**src/rtl/tdm_serial_master.sv**
```systemverilog
// Multi-slot (TDM) serial audio master: divides pclk down to sclk,
// frames slots with ws, serialises tx words and deserialises rx words
// in I2S, left-justified, right-justified and DSP-pulse formats.
module tdm_serial_master #(
  parameter int CHANNELS = 8,
  parameter int SLOT_W   = 32,
  parameter int WORD_W   = 24,
  parameter int DIV_W    = 8
) (
  input  logic                        pclk,
  input  logic                        preset,
  input  logic                        en,
  input  logic [DIV_W-1:0]            clk_div,
  input  logic [1:0]                  fmt,
  input  logic [$clog2(CHANNELS)-1:0] nslot_m1,
  input  logic [WORD_W-1:0]           tx_data,
  input  logic                        tx_valid,
  output logic                        tx_ready,
  output logic [$clog2(CHANNELS)-1:0] tx_ch,
  output logic [WORD_W-1:0]           rx_data,
  output logic                        rx_valid,
  output logic [$clog2(CHANNELS)-1:0] rx_ch,
  input  logic                        sd_i,
  output logic                        sclk_o,
  output logic                        ws_o,
  output logic                        sd_o,
  output logic                        busy,
  output logic                        underrun,
  input  logic                        clr_err
);

  localparam int CH_W  = $clog2(CHANNELS);
  localparam int BIT_W = $clog2(SLOT_W);
  localparam logic [BIT_W-1:0] BIT_LAST  = BIT_W'(SLOT_W - 1);
  localparam logic [BIT_W-1:0] WORD_LAST = BIT_W'(WORD_W - 1);
  localparam logic [BIT_W-1:0] PAD       = BIT_W'(SLOT_W - WORD_W);

  typedef enum logic {IDLE, RUN} state_t;

  state_t state, state_nx;

  // Divider and framing state
  logic [DIV_W-1:0] div_cnt, div_l;
  logic [1:0]       fmt_l;
  logic [CH_W-1:0]  nslot_l;
  logic [BIT_W-1:0] bit_cnt, prev_bit;
  logic [CH_W-1:0]  slot_cnt, prev_slot;
  logic             started;

  // Transmit path
  logic [SLOT_W-1:0] shift;
  logic              last_bit;
  logic [WORD_W-1:0] hold;
  logic              hold_full;

  // Receive path
  logic [WORD_W-2:0] rx_shift;

  // Event decode
  logic tick, fall_ev, rise_ev, start_ev, slot_end, frame_end, stop, restart;
  logic load, cfg_ld, transfer;
  logic [1:0]        fmt_n;
  logic [CH_W-1:0]   nslot_n;
  logic [BIT_W-1:0]  bit_n;
  logic [CH_W-1:0]   slot_n;
  logic [SLOT_W-1:0] img;
  logic              cur_bit, ws_n;
  logic [BIT_W-1:0]  eff_bit;
  logic [CH_W-1:0]   eff_slot;
  logic              eff_ok, in_win, win_end, sample;

  // Places a word into a slot image, MSB at the top: right-justified puts
  // the zero padding first, every other format puts it after the word.
  function automatic logic [SLOT_W-1:0] slot_image(input logic [WORD_W-1:0] word,
                                                   input logic [1:0] f);
    logic [SLOT_W-1:0] r;
    r = SLOT_W'(word);
    if (f != 2'd2) r = r << (SLOT_W - WORD_W);
    return r;
  endfunction

  // Word-select level for a bit position: half-frame split for I2S/LJ/RJ,
  // a one-bit pulse on the very last bit of the frame for DSP mode.
  function automatic logic ws_level(input logic [1:0] f, input logic [CH_W-1:0] ns,
                                    input logic [CH_W-1:0] slot,
                                    input logic [BIT_W-1:0] bitpos);
    logic [CH_W:0] half;
    half = ({1'b0, ns} + {{CH_W{1'b0}}, 1'b1}) >> 1;
    if (f == 2'd3) return (slot == ns) && (bitpos == BIT_LAST);
    return {1'b0, slot} >= half;
  endfunction

  assign tick      = (state == RUN) && (div_cnt == div_l);
  assign fall_ev   = tick && sclk_o;
  assign rise_ev   = tick && !sclk_o;
  assign start_ev  = (state == IDLE) && en;
  assign slot_end  = (bit_cnt == BIT_LAST);
  assign frame_end = fall_ev && slot_end && (slot_cnt == nslot_l);
  assign stop      = frame_end && !en;
  assign restart   = frame_end && en;
  assign load      = start_ev || (fall_ev && slot_end && !stop);
  assign cfg_ld    = start_ev || restart;
  assign fmt_n     = cfg_ld ? fmt : fmt_l;
  assign nslot_n   = cfg_ld ? nslot_m1 : nslot_l;
  assign transfer  = tx_valid && !hold_full;
  assign img       = slot_image(hold_full ? hold : '0, fmt_n);
  assign cur_bit   = load ? img[SLOT_W-1] : shift[SLOT_W-1];
  assign ws_n      = ws_level(fmt_n, nslot_n, slot_n, bit_n);

  // I2S sees the data one bit late, so its window is indexed by the
  // previous bit position; the first bit after leaving IDLE has no
  // predecessor and is never sampled.
  assign eff_bit  = (fmt_l == 2'd0) ? prev_bit : bit_cnt;
  assign eff_slot = (fmt_l == 2'd0) ? prev_slot : slot_cnt;
  assign eff_ok   = (fmt_l != 2'd0) || started;
  assign in_win   = eff_ok && ((fmt_l == 2'd2) ? (eff_bit >= PAD) : (eff_bit <= WORD_LAST));
  assign win_end  = (fmt_l == 2'd2) ? (eff_bit == BIT_LAST) : (eff_bit == WORD_LAST);
  assign sample   = rise_ev && in_win;

  assign busy     = (state == RUN);
  assign tx_ready = !hold_full;

  // Next bit/slot position taken at a falling event or frame start
  always_comb begin
    bit_n  = bit_cnt + BIT_W'(1);
    slot_n = slot_cnt;
    if (start_ev) begin
      bit_n  = '0;
      slot_n = '0;
    end else if (slot_end) begin
      bit_n  = '0;
      slot_n = (slot_cnt == nslot_l) ? '0 : slot_cnt + CH_W'(1);
    end
  end

  // Run/idle next-state: a started frame always runs to its last slot
  always_comb begin
    state_nx = state;
    case (state)
      IDLE:    if (en) state_nx = RUN;
      RUN:     if (stop) state_nx = IDLE;
      default: state_nx = IDLE;
    endcase
  end

  // State register
  always_ff @(posedge pclk or negedge preset) begin
    if (!preset) state <= IDLE;
    else         state <= state_nx;
  end

  // sclk divider: toggles at terminal count, parked low outside a frame
  always_ff @(posedge pclk or negedge preset) begin
    if (!preset) begin
      div_cnt <= '0;
      sclk_o  <= 1'b0;
    end else if (start_ev) begin
      div_cnt <= '0;
      sclk_o  <= 1'b0;
    end else if (state == RUN) begin
      if (tick) begin
        div_cnt <= '0;
        sclk_o  <= stop ? 1'b0 : !sclk_o;
      end else begin
        div_cnt <= div_cnt + DIV_W'(1);
      end
    end
  end

  // Bit/slot counters and per-frame configuration latch
  always_ff @(posedge pclk or negedge preset) begin
    if (!preset) begin
      bit_cnt   <= '0;
      slot_cnt  <= '0;
      prev_bit  <= '0;
      prev_slot <= '0;
      started   <= 1'b0;
      fmt_l     <= '0;
      nslot_l   <= '0;
      div_l     <= '0;
    end else begin
      if (cfg_ld) begin
        fmt_l   <= fmt;
        nslot_l <= nslot_m1;
        div_l   <= clk_div;
      end
      if (start_ev) begin
        bit_cnt  <= '0;
        slot_cnt <= '0;
        started  <= 1'b0;
      end else if (fall_ev) begin
        prev_bit  <= bit_cnt;
        prev_slot <= slot_cnt;
        if (stop) begin
          bit_cnt  <= '0;
          slot_cnt <= '0;
          started  <= 1'b0;
        end else begin
          bit_cnt  <= bit_n;
          slot_cnt <= slot_n;
          started  <= 1'b1;
        end
      end
    end
  end

  // Serialiser: sd_o/ws_o change on falling events, I2S delayed by one bit
  always_ff @(posedge pclk or negedge preset) begin
    if (!preset) begin
      shift    <= '0;
      last_bit <= 1'b0;
      sd_o     <= 1'b0;
      ws_o     <= 1'b0;
    end else if (start_ev || (fall_ev && !stop)) begin
      shift    <= load ? (img << 1) : (shift << 1);
      last_bit <= cur_bit;
      sd_o     <= (fmt_n == 2'd0) ? last_bit : cur_bit;
      ws_o     <= ws_n;
    end else if (stop) begin
      shift    <= '0;
      last_bit <= 1'b0;
      sd_o     <= 1'b0;
      ws_o     <= 1'b0;
    end
  end

  // Holding register, slot tag and sticky underrun (clear beats set)
  always_ff @(posedge pclk or negedge preset) begin
    if (!preset) begin
      hold      <= '0;
      hold_full <= 1'b0;
      tx_ch     <= '0;
      underrun  <= 1'b0;
    end else begin
      if (transfer) begin
        hold      <= tx_data;
        hold_full <= 1'b1;
      end else if (load) begin
        hold_full <= 1'b0;
      end
      if (load) tx_ch <= (tx_ch >= nslot_n) ? '0 : tx_ch + CH_W'(1);
      if (clr_err)                 underrun <= 1'b0;
      else if (load && !hold_full) underrun <= 1'b1;
    end
  end

  // Deserialiser: shift on rising events inside the window, strobe after the last sample
  always_ff @(posedge pclk or negedge preset) begin
    if (!preset) begin
      rx_shift <= '0;
      rx_data  <= '0;
      rx_ch    <= '0;
      rx_valid <= 1'b0;
    end else begin
      rx_valid <= sample && win_end;
      if (sample) rx_shift <= {rx_shift[WORD_W-3:0], sd_i};
      if (sample && win_end) begin
        rx_data <= {rx_shift, sd_i};
        rx_ch   <= eff_slot;
      end
    end
  end

endmodule

```
**config.mk**
```make
export PLATFORM = sky130hd
export DESIGN_NAME = tdm_serial_master
export DESIGN_NICKNAME = d
export VERILOG_FILES = /design/src/rtl/tdm_serial_master.sv
export SDC_FILE = /design/constraint.sdc
export NUM_CORES = 1
export LEC_CHECK = 0
export CAP_MARGIN = 20
export CORE_UTILIZATION = 40
export DETAILED_ROUTE_END_ITERATION = 8
export SETUP_SLACK_MARGIN = 0.3
export SYNTH_ARGS = -nofsm -noshare
export SYNTH_HDL_FRONTEND = slang
export SYNTH_SLANG_ARGS = --single-unit
```
**constraint.sdc**
```tcl
create_clock -name pclk -period 3.95 [get_ports pclk]
set_input_delay 0.5925 -clock pclk [delete_from_list [all_inputs] [get_ports pclk]]
set_output_delay 0.5925 -clock pclk [all_outputs]
set_load 0.005 [all_outputs]
```
==> flow_metrics.py <==
metrics = {
    "logic_synthesis": {
        "synth_flop_cell": "dfrtp_1",
        "synth_fp_nets": 629,
        "ys_seq_area_share_pct": 55.5,
        "synth_fa_ha_area_share_pct": 1.97,
        "synth_xor_area_share_pct": 2.40,
        "ys_ff_latch": 154,
        "synth-simple-area-share_pct": 10.2,
        "ys_types": 56,
        "synth_edf_count": 0,
        "synth_top_family_by_area": "multiplexers",
        "synth_top_cell_by_area": "dfrtp_1",
        "synth_cells": 576,
        "avgSynthCellArea_um2": 12.0,
        "synth_warnings": 0,
        "synth.top_cell.area_share_pct": 55.5,
        "syn_area_mm2": 0.00694,
        "synthArstFlopShare_pct": 100,
        "synth-compound-area-share_pct": 11.7,
        "muxShareOfSynthArea_pct": 15.5,
        "synthTopCellsByArea": "dfrtp_1, mux2_2, a22oi_1",
    },
    "clock_tree": {
        "cts_tree": "done",
        "cts_made_buffers": 17,
        "numClockSinks": 154,
        "htreeDepth": 4,
        "cts_root_buf": "clkbuf_16",
        "hold_buffers": 0,
        "clockBufferDepth": 2,
        "clk_pin_slew_ns": 0.06,
        "worstSkewPairLatency_ns": 0.42,
    },
    "critical_path": {
        "crit_chain": "ha_2, and3_1, ha_1, and4_1, and4_4, nor2_4, mux2_2, ha_1, ha_1, nand2b_1, a21o_1, a21o_1, a32oi_1, o31ai_1",
        "cp_slowest_stage_delay_ns": 0.44,
        "worst_setup_path_end_kind": "flip-flop",
        "start_kind": "flip-flop",
        "crit_slowest_cell": "dfrtp_2",
        "crit_top_cell": "ha_1",
        "critPathMaxFanout": 7,
        "critPathTopFamily": "adder cells",
        "worst-endpoint-arrival_ns": 3.75,
        "cp.required_ns": 4.24,
        "crit_type": "flip-flop to flip-flop",
        "critPathBufInv": 0,
    },
    "floorplanning": {
        "start_util_pct": 41.4,
        "die_y_um": 134,
        "die_area_mm2": 0.0179,
        "pin_count": 80,
        "rows": 47,
        "core_area_mm2": 0.0168,
        "die_w_um": 134,
    },
    "global_routing": {
        "grt_pass1_wl_mm": 25.0,
        "grt_usage_pct": 17.6,
        "grt_pass1_vias": 4845,
        "grt-ovfl-total": 0,
        "grt_antenna_before_repair": 0,
        "grt_max_degree": 106,
    },
    "timing": {
        "setup_viol": 0,
        "fmax_mhz": 289,
        "final-max-slew-violation-count": 0,
        "skew_ns": 0.00898,
        "hold_ws_ns": 0.287,
        "finalHoldViolCount": 0,
        "finalCritPeriodShare_pct": 87.5,
        "period_needed_ns": 3.46,
        "tightest_slew_ns": 0.966,
        "rsz0062_at_grt": "no",
        "slew-limit-headroom_pct": 35.6,
        "tns_ns": 0,
    },
    "power_and_ir_drop": {
        "power.density_mw_per_mm2": 497,
        "switching_share_pct": 26.4,
        "p_seq_share_pct": 46.3,
        "irDropWorstVdd_uv": 391,
        "power.leakage_nw": 4.01,
        "p_switching_mw": 1.13,
        "p_int_mw": 3.15,
        "power_mw": 4.29,
        "combPwrFrac_pct": 12.7,
        "p_clk_share_pct": 41.0,
    },
    "outcome": {
        "status": "finished clean",
    },
    "routing": {
        "highest_layer": "met4",
        "drt-wirelength-per-cell_um": 16.5,
        "vias": 4736,
        "wl_met1_mm": 6.69,
        "wl_met3_um": 512,
        "wl_met2_mm": 7.38,
        "ant_nets": 0,
        "finalWirelength_mm": 14.7,
        "dr.first_iter.drc_count": 292,
        "remaining_drc_errors": 0,
        "drt_pass1_iterations": 5,
        "vias_per_cell": 5.31,
    },
    "final_layout": {
        "num_antenna_cells": 0,
        "drive_above_1_share_pct": 22.8,
        "area_growth_pct": 24.4,
        "fin_cells": 892,
        "final_util_pct": 51.5,
        "layout_commonest_cell": "dfrtp_1",
        "fillers": 1485,
        "nNetsFinal": 712,
        "layout_common_cells": "dfrtp_1, mux2_2, clkdlybuf4s50_1, nand2_1, a22oi_1",
    },
    "placement": {
        "gp_congestion": 0.850,
        "io_buffers": 79,
        "dpl.hpwl_mm": 9.94,
        "post-place-cells": 857,
    },
    "hold_path": {
        "hp-class": "primary input to async pin",
    },
    "job": {
        "drv_cap": 0,
    },
}
[logic make-up after synthesis]
family	Yosys count
flops	154
simple gates	138
compound gates	117
mux	96
buf+inv	41
xor+xnor	19
fa+ha+maj	11
[per-stage QoR]
step	worst slack (ns)	area, µm²
detailed placement	0.427	7970
global route	0.315	8630
CTS	0.408	8600
floorplan	0.672	6940
finish	0.494	8630
global placement	0.503	7970
[routing by layer]
metal	global-route usage (%)	vias to the layer above
met1	23.6	2366
li1	-	2261
met3	4.11	10
met5	0	-
met4	5.11	0
met2	28.5	99
[synth_stat cells (all sizes together) (2+ instances only)]
master and count:
nor3 3, inv 10, a21o 5, and2 2, o21ai 25, and4 3, and3 6, nand4 3
a22o 4, dfrtp 154, buf 19, nor2 24, ha 10, nand3 13, xor2 14, a221oi 2
mux2 91, clkbuf 12, o31ai 6, nand2 66, a31oi 3, a22oi 47, nor2b 4, xnor2 5
mux2i 5, a21oi 13, nand2b 6, nor4 5
[worst paths after layout]
kind | startpoint | slack (ns) | cells after the start | end
max in group asynchronous | preset | 2.72 | 2 | shift[24]
min in group pclk | shift[29] | 0.47 | 2 | shift[29]
worst min register to register | shift[29] | 0.47 | 2 | shift[29]
worst max-delay path | bit_cnt[0] | 0.49 | 14 | ws_o
worst max register to register | bit_cnt[0] | 0.49 | 14 | ws_o
worst min-delay path | preset | 0.29 | 1 | div_l[2]
[layout make-up]
class | count | area (µm²) | area share (%)
well taps | 220 | 275 | 3.19
repair buffers | 95 | 912 | 10.6
clock buffers | 20 | 447 | 5.18
flip-flops and latches | 154 | 3850 | 44.7
inverters | 10 | 37.5 | 0.435
clock inverters | 12 | 188 | 2.17
multi-input cells | 381 | 2920 | 33.8
[what timing repair did]
item / in CTS / in global routing
gates resized for setup: 0 / 2
setup buffers: 0 / 3
endpoints found under the setup margin: 0 / 3
[power groups by stage]
stage	clock network, mW	registers [mW]	logic, mW
after CTS	1.80	1.99	0.553
final	1.76	1.99	0.543
after global placement	0	2.01	0.528
after global routing	1.87	2.02	0.616
after detailed placement	0	2.02	0.549
after floorplan	0	1.94	0.370
[sequential cells by signal, indices dropped and copies added (netlist names), 2 cells and up]
| signal | cells |
|---|---|
| nslot_l | 3 |
| div_l | 8 |
| rx_data | 24 |
| slot_cnt | 3 |
| prev_bit | 5 |
| prev_slot | 3 |
| div_cnt | 8 |
| bit_cnt | 5 |
| rx_ch | 3 |
| rx_shift | 23 |
| fmt_l | 2 |
| tx_ch | 3 |
| hold | 24 |
| shift | 31 |
(Power assumes the default switching activity.)
==> RTL edit 1 (same flow settings) <==
The parameter `CHANNELS` goes from 8 to 4.
--- a/src/rtl/tdm_serial_master.sv
+++ b/src/rtl/tdm_serial_master.sv
@@ -2,7 +2,7 @@
 // frames slots with ws, serialises tx words and deserialises rx words
 // in I2S, left-justified, right-justified and DSP-pulse formats.
 module tdm_serial_master #(
-  parameter int CHANNELS = 8,
+  parameter int CHANNELS = 4,
   parameter int SLOT_W   = 32,
   parameter int WORD_W   = 24,
   parameter int DIV_W    = 8
Ports: changed (resized nslot_m1, rx_ch and tx_ch); port bits go from 80 to 77. The function was not compared with the original's and may differ.
==> RTL edit 1 against the unedited design <==
Sequential cell count decreased by 5. Power decreased by 1.0%. Largest power group unchanged. Routed wire length decreased by 8.1%. Area after synthesis decreased by 4.4%. Critical path type unchanged. Sequential share of layout area increased by 0.32 points. Worst setup slack improved by 0.041 ns. Design area decreased by 4.0%.
==> RTL edit 1: results (changes against the unedited design) <==
Placed design
  • DP Area: 7650 um^2 (-4.0%)
  • HPWL after detailed placement: 9364 um (-5.8%)

Status
  • Status: finished, final reports clean

Logic synthesis
  • Post-Synth XOR/XNOR Area: 1.981% (-0.42 points)
  • Adder-cell area share of the yosys netlist: 1.509% (-0.46 points)
  • Post-Synthesis Cells: 597 (+3.6%)
  • Syn_nets: 647 (+2.9%)
  • Synth top area cells: dfrtp_1 56%, mux2_2 10%, nand2_1 6.8%
  • Yosys cell types: 49 (-13%)
  • Post-synthesis compound-gate area fraction: 11.64% (about the same)
  • Synth top cells by count: 149 x dfrtp_1, 120 x nand2_1, 60 x mux2_2

Drt
  • Vias per cell: 5.134 (-3.3%)
  • Met3 wire len: 515 um (+0.59%)
  • Met2 WL: 6735 um (-8.8%)
  • M1 wire length: 6101 um (-8.7%)

Final layout
  • Layout cells sized above 1: 16.57% (-6.2 points)
  • Seq Cell Count: 149 (-3.2%)
  • Non-clock inverters: 9 (-1)
  • Data buffer area share: 10.46% (-0.11 points)
  • Final clock-cell share: 7.713% (+0.36 points)
  • Comb_multi_in: 408 (+7.1%)
  • Non-Clock Buffer Count: 90 (-5.3%)
  • Multi-input gate area: 2750 um^2 (-5.7%)
  • Nets@finish: 725 (+1.8%)
  • Final Cell Area: 8289 um^2 (-4.0%)
  • Filler instances: 1,402 (-5.6%)

Timing
  • Worst-Margin Slew: 1.013 ns (+0.04685 ns)

Power
  • Maximum vdd drop: 0.3452 mV (-12%)

Global routing
  • Largest net degree at the start of global routing: 100 (-5.7%)
  • GRT met2 Usage: 27.98% (-0.49 points)
[RTL edit 1: path summary, 6_finish.rpt]
path | from | endpoint | slack [ns] | cells after the start
max in group asynchronous | preset | shift[3] | 2.77 | 2
hold reg to reg | prev_bit[2] | prev_bit[2] | 0.46 | 2
min in group pclk | prev_bit[2] | prev_bit[2] | 0.46 | 2
setup reg to reg | bit_cnt[0] | ws_o | 0.53 | 13
hold / removal | preset | div_cnt[5] | 0.26 | 1
setup / recovery | bit_cnt[0] | ws_o | 0.53 | 13
[RTL edit 1: worst register-to-register path, cell delays in order, from the launching register on]
cell,delay (ns)
dfrtp_1,0.44
ha_1,0.28
and3_1,0.20
ha_1,0.29
nand2_1,0.13
nor2_1,0.10
a31oi_4,0.31
mux2_2,0.42
ha_1,0.30
ha_1,0.26
nand2b_1,0.14
a21o_1,0.17
a32oi_1,0.17
o31ai_1,0.10
==> RTL edit 2 (same flow settings) <==
Without the edit above. Make the reset (`preset`) synchronous in 6 clocked blocks.
--- a/src/rtl/tdm_serial_master.sv
+++ b/src/rtl/tdm_serial_master.sv
@@ -144,13 +144,13 @@
   end
 
   // State register
-  always_ff @(posedge pclk or negedge preset) begin
+  always_ff @(posedge pclk) begin
     if (!preset) state <= IDLE;
     else         state <= state_nx;
   end
 
   // sclk divider: toggles at terminal count, parked low outside a frame
-  always_ff @(posedge pclk or negedge preset) begin
+  always_ff @(posedge pclk) begin
     if (!preset) begin
       div_cnt <= '0;
       sclk_o  <= 1'b0;
@@ -168,7 +168,7 @@
   end
 
   // Bit/slot counters and per-frame configuration latch
-  always_ff @(posedge pclk or negedge preset) begin
+  always_ff @(posedge pclk) begin
     if (!preset) begin
       bit_cnt   <= '0;
       slot_cnt  <= '0;
@@ -205,7 +205,7 @@
   end
 
   // Serialiser: sd_o/ws_o change on falling events, I2S delayed by one bit
-  always_ff @(posedge pclk or negedge preset) begin
+  always_ff @(posedge pclk) begin
     if (!preset) begin
       shift    <= '0;
       last_bit <= 1'b0;
@@ -225,7 +225,7 @@
   end
 
   // Holding register, slot tag and sticky underrun (clear beats set)
-  always_ff @(posedge pclk or negedge preset) begin
+  always_ff @(posedge pclk) begin
     if (!preset) begin
       hold      <= '0;
       hold_full <= 1'b0;
@@ -245,7 +245,7 @@
   end
 
   // Deserialiser: shift on rising events inside the window, strobe after the last sample
-  always_ff @(posedge pclk or negedge preset) begin
+  always_ff @(posedge pclk) begin
     if (!preset) begin
       rx_shift <= '0;
       rx_data  <= '0;
Behaviour: differs if preset is asserted again (counterexample within 4 cycles, from zero or initial values and one cycle with preset low); with preset held inactive, the same outputs for 10 cycles.
==> RTL edit 2 against the unedited design <==
Die area fell by 3.0%. Sequential cell count did not move. Area after synthesis down 3.0%. Clock skew is 0.0011 ns higher. Critical path depth grew 2. Power is 17% lower. Largest power group unchanged. Sequential power down 18%. Routed wire length up 8.4%. Worst setup slack improved by 0.12 ns. Design area shrank 3.8%. Utilization fell by 1.2 points.
==> RTL edit 2: results (changes against the unedited design) <==
Timing
  • Skew final: 0.01011 ns (+0.001129 ns)
  • Worst-Margin Slew: 0.8322 ns (-0.1335 ns)
  • Hold WS: 0.4501 ns (+0.1635 ns)

Logic synthesis
  • Post-Synth XOR/XNOR Area: 2.864% (+0.47 points)
  • Top FF cell, synth: dfxtp_1
  • Synth top area cells: dfxtp_1 46%, nand2_1 9.7%, a21oi_1 7.4%
  • Synthesized area: 6728 um^2 (-3.0%)
  • Yosys cell types: 57 (+1.8%)
  • Synth top cells by count: 173 x nand2_1, 154 x dfxtp_1, 99 x a21oi_1
  • Adder-cell area share of the yosys netlist: 1.860% (-0.11 points)
  • Async S/R FF share, synth: 0% (-100 points)
  • Avg Cell Area, Syn: 8.255 um^2 (-31%)

Final layout
  • Multi-input gate area: 3378 um^2 (+16%)
  • Comb_multi_in: 593 (+56%)
  • Util after Layout: 50.26% (-1.2 points)
  • Layout cells sized above 1: 7.623% (-15 points)
  • Fraction of area in registers: 37.13% (-7.5 points)
  • Layout Cells excl Fill: 1,112 (+25%)
  • Filler instances: 1,638 (+10%)
  • Non-Clock Buffer Count: 99 (+4.2%)
  • Final clock-cell share: 6.764% (-0.59 points)
  • Nets@finish: 932 (+31%)
  • Data buffer area share: 11.48% (+0.91 points)
  • P&R area growth vs syn: 23.45%

Setup path
  • Worst setup startpoint: bit_cnt[0]
  • Worst setup path endpoint: tx_ch[0]
  • Crit-path max FO: 6 (-1)
  • Worst path slowest cell: dfxtp_2
  • R2R Setup Slk: 0.62 ns (+0.12 ns)
  • Worst path top cell family by delay: simple AND/OR/NAND/NOR gates
  • Critical path arrival: 3.69 ns (-0.06 ns)

Clock tree
  • Post-CTS setup buffer count: 1 (+1)

Global routing
  • Gr usage total: 19.01% (+1.4 points)
  • GRT met1 Usage: 25.61% (+2.0 points)
  • GRT met2 Usage: 29.45% (+0.98 points)
  • Largest net degree at the start of global routing: 76 (-28%)
  • Met3 global-route usage: 4.360% (+0.25 points)
  • First-pass GRT wire length: 26,610 um (+6.6%)
  • Vias in the first global route: 5,304 (+9.5%)

Placed design
  • DP Area: 7706 um^2 (-3.3%)
  • Post-Place Worst Slack: 0.2961 ns (-0.1307 ns)
  • Final Wtd Congestion: 0.8779 (+3.3%)

Drt
  • Vias per cell: 5.084 (-4.3%)
  • Met3 wire len: 731 um (+43%)
  • Met2 WL: 7116 um (-3.6%)
  • First-pass DRT Iterations: 4 (-1)
  • Iter 0 DRT Violations: 288 (-1.4%)

Worst hold path
  • HP Class: reg -> reg

Status
  • Status: finished, final reports clean

Power
  • Maximum vdd drop: 0.3163 mV (-19%)
  • LEAKAGE: 0.003079 uW (-23%)
  • Internal power: 2649 uW (-16%)
-- RTL edit 2: cell count changes after synthesis, moves of 66 or more --
cell / change
nand2_1: +107
mux2_2: -89
nor2_1: +66
a21oi_1: +86
dfrtp_1: -154
dfxtp_1: +154
-- RTL edit 2: worst min-delay path by stage --
stage,start,endpoint,depth (start not counted)
3_5_place_dp,shift[29],shift[29],2
6_report,rx_data[9],rx_data[9],2
2_1_floorplan,shift[29],shift[29],2
5_1_grt,rx_data[6],rx_data[6],2
3_3_place_gp,shift[29],shift[29],2
4_1_cts,rx_data[9],rx_data[9],2
-- RTL edit 2: power by group through the flow --
stage | registers [uW] | clock network [uW] | logic [uW]
after global placement | 1680 | 0 | 357
after floorplan | 1660 | 0 | 240
after CTS | 1640 | 1590 | 360
final | 1640 | 1550 | 362
after global routing | 1650 | 1660 | 403
after detailed placement | 1680 | 0 | 358
-- RTL edit 2: worst min-delay path, stage by stage, from the launching register on --
cell	delay [ns]
dfxtp_1	0.31
nand2_1	0.05
a21oi_1	0.05
